$ cat src/rtl/timer_unit.sv
// rtl/timer_unit.sv - programmable-tick up/down timer with pause, load, wrap/saturate and expiry
//
// Purpose:
//   Divides clk by TICK_DIV into ticks. The time count steps by one on each tick,
//   either up (wrapping or saturating at max) or down (stopping at zero). The
//   state (IDLE/RUN/PAUSE/DONE) and the pulse outputs are all registered.
//
// Ports:
//   clk       in   system clock, rising edge
//   rst       in   asynchronous active-low reset
//   start     in   enter RUN from IDLE or PAUSE (level-sampled)
//   pause     in   RUN -> PAUSE, prescaler phase preserved (level-sampled)
//   clear     in   zero time and prescaler, go IDLE (highest priority)
//   load      in   time <= load_val, prescaler zeroed, go IDLE
//   load_val  in   [WIDTH] value applied on load
//   mode      in   0 = count up, 1 = count down (sampled at tick only)
//   wrap_en   in   up mode: 1 = wrap at max, 0 = saturate and finish (sampled at tick only)
//   time_out  out  [WIDTH] current count
//   tick      out  one-cycle pulse for each tick evaluation
//   running   out  state is RUN
//   done      out  state is DONE
//   wrapped   out  one-cycle pulse on an up-count wrap from max to 0

module timer_unit #(
  parameter int unsigned TICK_DIV = 100000000,
  parameter int unsigned WIDTH    = 16
) (
  input  logic             clk,
  input  logic             rst,
  input  logic             start,
  input  logic             pause,
  input  logic             clear,
  input  logic             load,
  input  logic [WIDTH-1:0] load_val,
  input  logic             mode,
  input  logic             wrap_en,
  output logic [WIDTH-1:0] time_out,
  output logic             tick,
  output logic             running,
  output logic             done,
  output logic             wrapped
);

  localparam int unsigned     PS_W    = $clog2(TICK_DIV);
  localparam logic [PS_W-1:0] PS_LAST = PS_W'(TICK_DIV - 1);
  localparam logic [WIDTH-1:0] T_MAX  = '1;

  typedef enum logic [1:0] {
    S_IDLE  = 2'd0,
    S_RUN   = 2'd1,
    S_PAUSE = 2'd2,
    S_DONE  = 2'd3
  } state_e;

  state_e           state_q, state_d;
  logic [WIDTH-1:0] time_q, time_d;
  logic [PS_W-1:0]  ps_q, ps_d;
  logic             tick_q, tick_d;
  logic             wrapped_q, wrapped_d;
  logic             running_q, done_q;

  always_comb begin
    state_d   = state_q;
    time_d    = time_q;
    ps_d      = ps_q;
    tick_d    = 1'b0;
    wrapped_d = 1'b0;

    if (clear) begin
      time_d  = '0;
      ps_d    = '0;
      state_d = S_IDLE;
    end else if (load) begin
      time_d  = load_val;
      ps_d    = '0;
      state_d = S_IDLE;
    end else begin
      case (state_q)
        S_IDLE: begin
          ps_d = '0;
          // pause outranks start, so asserting both keeps the timer idle
          if (!pause && start) state_d = S_RUN;
        end
        S_RUN: begin
          if (pause) begin
            // freeze with the prescaler phase intact; a tick due now is deferred
            state_d = S_PAUSE;
          end else if (ps_q == PS_LAST) begin
            ps_d   = '0;
            tick_d = 1'b1;
            if (!mode) begin
              if (time_q != T_MAX) begin
                time_d = time_q + WIDTH'(1);
              end else if (wrap_en) begin
                time_d    = '0;
                wrapped_d = 1'b1;
              end else begin
                state_d = S_DONE;
              end
            end else begin
              if (time_q > WIDTH'(1)) begin
                time_d = time_q - WIDTH'(1);
              end else begin
                // reaching or sitting at zero ends the countdown without underflow
                time_d  = '0;
                state_d = S_DONE;
              end
            end
          end else begin
            ps_d = ps_q + PS_W'(1);
          end
        end
        S_PAUSE: begin
          if (!pause && start) state_d = S_RUN;
        end
        S_DONE: begin
          state_d = S_DONE;
        end
        default: state_d = S_IDLE;
      endcase
    end
  end

  always_ff @(posedge clk or negedge rst) begin
    if (!rst) begin
      state_q   <= S_IDLE;
      time_q    <= '0;
      ps_q      <= '0;
      tick_q    <= 1'b0;
      wrapped_q <= 1'b0;
      running_q <= 1'b0;
      done_q    <= 1'b0;
    end else begin
      state_q   <= state_d;
      time_q    <= time_d;
      ps_q      <= ps_d;
      tick_q    <= tick_d;
      wrapped_q <= wrapped_d;
      // decoded from the next state so the flags move on the same edge as the state
      running_q <= (state_d == S_RUN);
      done_q    <= (state_d == S_DONE);
    end
  end

  assign time_out = time_q;
  assign tick     = tick_q;
  assign running  = running_q;
  assign done     = done_q;
  assign wrapped  = wrapped_q;

endmodule

$ cat config.mk
export PLATFORM = sky130hd
export DESIGN_NAME = timer_unit
export DESIGN_NICKNAME = d
export VERILOG_FILES = /design/src/rtl/timer_unit.sv
export SDC_FILE = /design/constraint.sdc
export NUM_CORES = 1
export LEC_CHECK = 0
export BUFFER_PORTS_ARGS = -buffer_cell sky130_fd_sc_hd__buf_2
export CAP_MARGIN = 20
export CORE_ASPECT_RATIO = 0.6
export CORE_UTILIZATION = 45
export CTS_CLUSTER_DIAMETER = 80
export DETAILED_ROUTE_END_ITERATION = 12
export MAX_ROUTING_LAYER = met4
export PLACE_DENSITY = 0.76
export SLEW_MARGIN = 20
export SYNTH_ARGS = -nofsm -noshare
export SYNTH_HDL_FRONTEND = slang
export SYNTH_SLANG_ARGS = --single-unit
$ cat constraint.sdc
create_clock -name clk -period 2.3 [get_ports clk]
set_clock_uncertainty 0.2 [all_clocks]
set_input_delay 0.23 -clock clk [delete_from_list [all_inputs] [get_ports clk]]
set_output_delay 0.23 -clock clk [all_outputs]
set_load 0.03 [all_outputs]
==> qor.tcl <==
set qor(power.leakage_nw) 2.01
set qor(grt_antenna_before_repair) 0
set qor(whs_ns) 0.0254
set qor(synth_area_per_cell_um2) 8.44
set qor(total_iterations_of_the_first_detailed_routing_run) 5
set qor(worst-setup-path-type) {flop to flop}
set qor(critPathCaptureType) {flop}
set qor(max_cap_viol_count) 0
set qor(pwr_density_cell_nw_per_um2) 521
set qor(synth_nets) 435
set qor(numClockSinks) 49
set qor(crit_path_start) {ps_q[0]$_DFFE_PN0P_}
set qor(grt_first_pass_wirelength_um) 17500
set qor(yosysUniqueCellTypes) 60
set qor(worst_ep_required_time_ns) 2.27
set qor(clock-root-buffer) {sky130_fd_sc_hd__clkbuf_16}
set qor(hold_path.class) {primary input to flop}
set qor(ys_seq_elements) 49
set qor(share_of_cells_above_drive_strength_1_pct) 35.2
set qor(cpPeakStageDelay_ns) 0.42
set qor(dr.first_iter.drc_count) 440
set qor(die_w_um) 115
set qor(synth-main-ff-cell) {sky130_fd_sc_hd__dfrtp_1}
set qor(postSynth.asyncResetShare_pct) 100
set qor(detailed_place_hpwl_um) 8040
set qor(layout.cells.most_common_list) {sky130_fd_sc_hd__buf_4 (65), sky130_fd_sc_hd__nor2_1 (47), sky130_fd_sc_hd__buf_2 (43)}
set qor(hold_end) {time_out[15]$_DFFE_PN0P_}
set qor(final.setup.worst_slack_ns) -0.0343
set qor(drt-wirelength-per-cell_um) 18.9
set qor(worst-path-max-fanout) 7
set qor(slew_limit_fails) 0
set qor(ys_seq_area_share_pct) 35.7
set qor(clock.fmax_ghz) 0.428
set qor(maximum_number_of_pins_on_one_net_before_global_route_repair) 28
set qor(layout_min_cycle_time_ns) 2.33
set qor(cp_num_buf_inv) 2
set qor(placement_rows) 24
set qor(grt_pass1_vias) 3362
set qor(gpl.final_weighted_congestion) 0.979
set qor(tritoncts) {done}
set qor(post-route-drc-count) 0
set qor(final-setup-viol-count) 1
set qor(worst_tran_pin_value_ns) 0.709
set qor(clk-insertion-delay-late_ns) 0.30
set qor(timing.final.hold_violations) 0
set qor(cp.depth) 9
set qor(r2r_setup_slack_ns) -0.03
set qor(dp_cells) 593
set qor(die_area_um2) 8000
set qor(peakVddDrop_uv) 284
set qor(r2r_start) {ps_q[0]$_DFFE_PN0P_}
set qor(number_of_vias_per_cell) 6.18
set qor(ctsLongestPathBuffers) 2
set qor(preCtsSetupSlack_ns) -0.0390
set qor(timing.hold.worst.start) {load_val[15]}
set qor(final_min_period_over_clock_period_pct) 101
set qor(slew_headroom_pct) 52.7
set qor(layout_commonest_cell) {sky130_fd_sc_hd__buf_4}
set qor(routed_vias) 3780
set qor(antenna_cells_inserted) 0
set qor(hold_depth) 3
set qor(status) {complete, but fails checks}
set qor(fill_cells) 609
set qor(signed_area_change_from_the_synthesized_netlist_to_the_final_layout_pct) 36.7
set qor(route.final.wire_length_um) 11500
set qor(grt_residual_overflow) 0
set qor(instances_no_fill) 612
set qor(synthesized_cell_area_um2) 3440
set qor(grt_use_total_pct) 29.5
set qor(ant_nets) 0
set qor(io_buffer_count) 43
set qor(final_nets) 535
set qor(r2r.worst_path.cells) 9
set qor(critical-path-top-delay-family) {compound AO/OA/AOI/OAI gates}
set qor(cpMaxStageDelayCell) {sky130_fd_sc_hd__dfrtp_1}
set qor(synth_cells) 407
set qor(numCtsBuffers) 5
set qor(ys.warnings.count) 0
set qor(cts_max_level) 2
set qor(crit-reg2reg-capture) {time_out[6]$_DFFE_PN0P_}
set qor(violations) {negative setup slack}
set qor(cell_chain_of_the_critical_path) {ha_4 > and3_4 > nand4_1 > a211oi_4 > buf_6 > nor2_4 > buf_12 > o21ai_0 > o41ai_1}
set qor(rsz_0062_raised_after_global_routing) {true}
set qor(crit_arrival_ns) 2.31
set qor(pin_count) 44
set qor(vertical_die_dimension_um) 69.7
set qor(clkSlewWorstSetupHoldPaths_ns) 0.07
set qor(synth_enable_flop_cells) 0
set qor(setup_crit_start_kind) {flop}
set qor(core_region_area_um2) 7330
set qor(initial_standard_cell_utilization_of_the_core_pct) 46.9
[power by group]
| group | leakage (nW) | switching [mW] | internal [mW] |
|---|---|---|---|
| clock | 0.0841 | 0.341 | 0.544 |
| combinational | 1.26 | 0.359 | 0.259 |
| sequential | 0.660 | 0.0535 | 0.890 |
| total | 2.01 | 0.754 | 1.69 |
[worst reg2reg max path: stages (launching register included)]
cell and delay, ns:
sky130_fd_sc_hd__dfrtp_1 0.42, sky130_fd_sc_hd__ha_4 0.17, sky130_fd_sc_hd__and3_4 0.21, sky130_fd_sc_hd__nand4_1 0.15
sky130_fd_sc_hd__a211oi_4 0.30, sky130_fd_sc_hd__buf_6 0.17, sky130_fd_sc_hd__nor2_4 0.04, sky130_fd_sc_hd__buf_12 0.15
sky130_fd_sc_hd__o21ai_0 0.27, sky130_fd_sc_hd__o41ai_1 0.13
[synthesized netlist by cell type, types with 4 or more instances]
cell                        n  area [µm²]
sky130_fd_sc_hd__nor4_1     6        37.5
sky130_fd_sc_hd__xor2_1     9        78.8
sky130_fd_sc_hd__and4_1     5        43.8
sky130_fd_sc_hd__dfrtp_1   49        1230
sky130_fd_sc_hd__buf_2     15        75.1
sky130_fd_sc_hd__or3_1      6        37.5
sky130_fd_sc_hd__ha_1       4        50.1
sky130_fd_sc_hd__nand3_1   23         115
sky130_fd_sc_hd__o31ai_1    7        52.6
sky130_fd_sc_hd__inv_1     13        48.8
sky130_fd_sc_hd__nand4_1   10        62.6
sky130_fd_sc_hd__o41ai_1    6        52.6
sky130_fd_sc_hd__xnor2_1   17         149
sky130_fd_sc_hd__nand2_1   30         113
sky130_fd_sc_hd__o21ai_0   28         140
sky130_fd_sc_hd__nor3_1    17        85.1
sky130_fd_sc_hd__nor4_2     4        50.1
sky130_fd_sc_hd__clkbuf_1   9        33.8
sky130_fd_sc_hd__a21oi_1   15        75.1
sky130_fd_sc_hd__and3_1    13        81.3
sky130_fd_sc_hd__nor2_1    49         184
[layer usage]
metal / up-vias / wire length (µm) / track usage, %
met2: 234 / 4650 / 37.9
li1: 1705 / - / -
met1: 1810 / 5370 / 43.7
met4: 0 / 193 / 7.65
met3: 31 / 1330 / 9.53
met5: - / 0 / -
[worst max path at each step]
stage | slack [ns] | to
global placement | 0.007 | time_out[3]$_DFFE_PN0P_
finish | -0.03 | time_out[6]$_DFFE_PN0P_
floorplan | 0.002 | time_out[6]$_DFFE_PN0P_
CTS | -0.006 | time_out[9]$_DFFE_PN0P_
detailed placement | -0.04 | time_out[13]$_DFFE_PN0P_
global route | -0.14 | time_out[6]$_DFFE_PN0P_
[metrics by stage]
stage	utilization [%]	power, mW	setup TNS [ns]	instance area (µm²)
after floorplan	-	1.26	0	3470
after global placement	57.1	1.46	0	4180
after detailed placement	57.1	1.47	-0.0681	4180
after CTS	60.4	2.36	-0.0102	4430
after global routing	64.1	2.52	-0.533	4700
final	64.1	2.45	-0.0343	4700
[cell families after synthesis]
| kind of cell | count (synthesis) | share of synthesized area (%) |
|---|---|---|
| and+or+nand+nor | 188 | 29.6 |
| AOI/OAI and AO/OA | 100 | 21.1 |
| DFF | 49 | 35.7 |
| buffers and inverters | 39 | 5.24 |
| xor gates and xnor gates | 26 | 6.63 |
| adders and majority gates | 4 | 1.46 |
| muxes | 1 | 0.291 |
[area by class of cell]
class | count | area [µm²] | area share [%]
sequential | 49 | 1230 | 26.3
timing repair buffer | 118 | 830 | 17.7
clock buffer | 7 | 143 | 3.04
tap | 104 | 130 | 2.77
clock inverter | 1 | 30.0 | 0.639
inverter | 13 | 48.8 | 1.04
multi-input combinational | 320 | 2280 | 48.6
[state kept, by name, summed over array words and instances (netlist names)]
register and flops:
time_out 16, wrapped 1, running 1, ps_q 27
tick 1, done 1, state_q 2
[what timing repair did]
action | CTS | global route
endpoints found under the setup margin | 4 | 17
pin swaps | 5 | 15
resized for setup | 8 | 39
setup buffers | 1 | 7
gates cloned | 1 | 0
endpoints found under the hold margin | 24 | 0
hold buffers | 3 | 0
No activity file was read; power rests on OpenSTA's default activity.
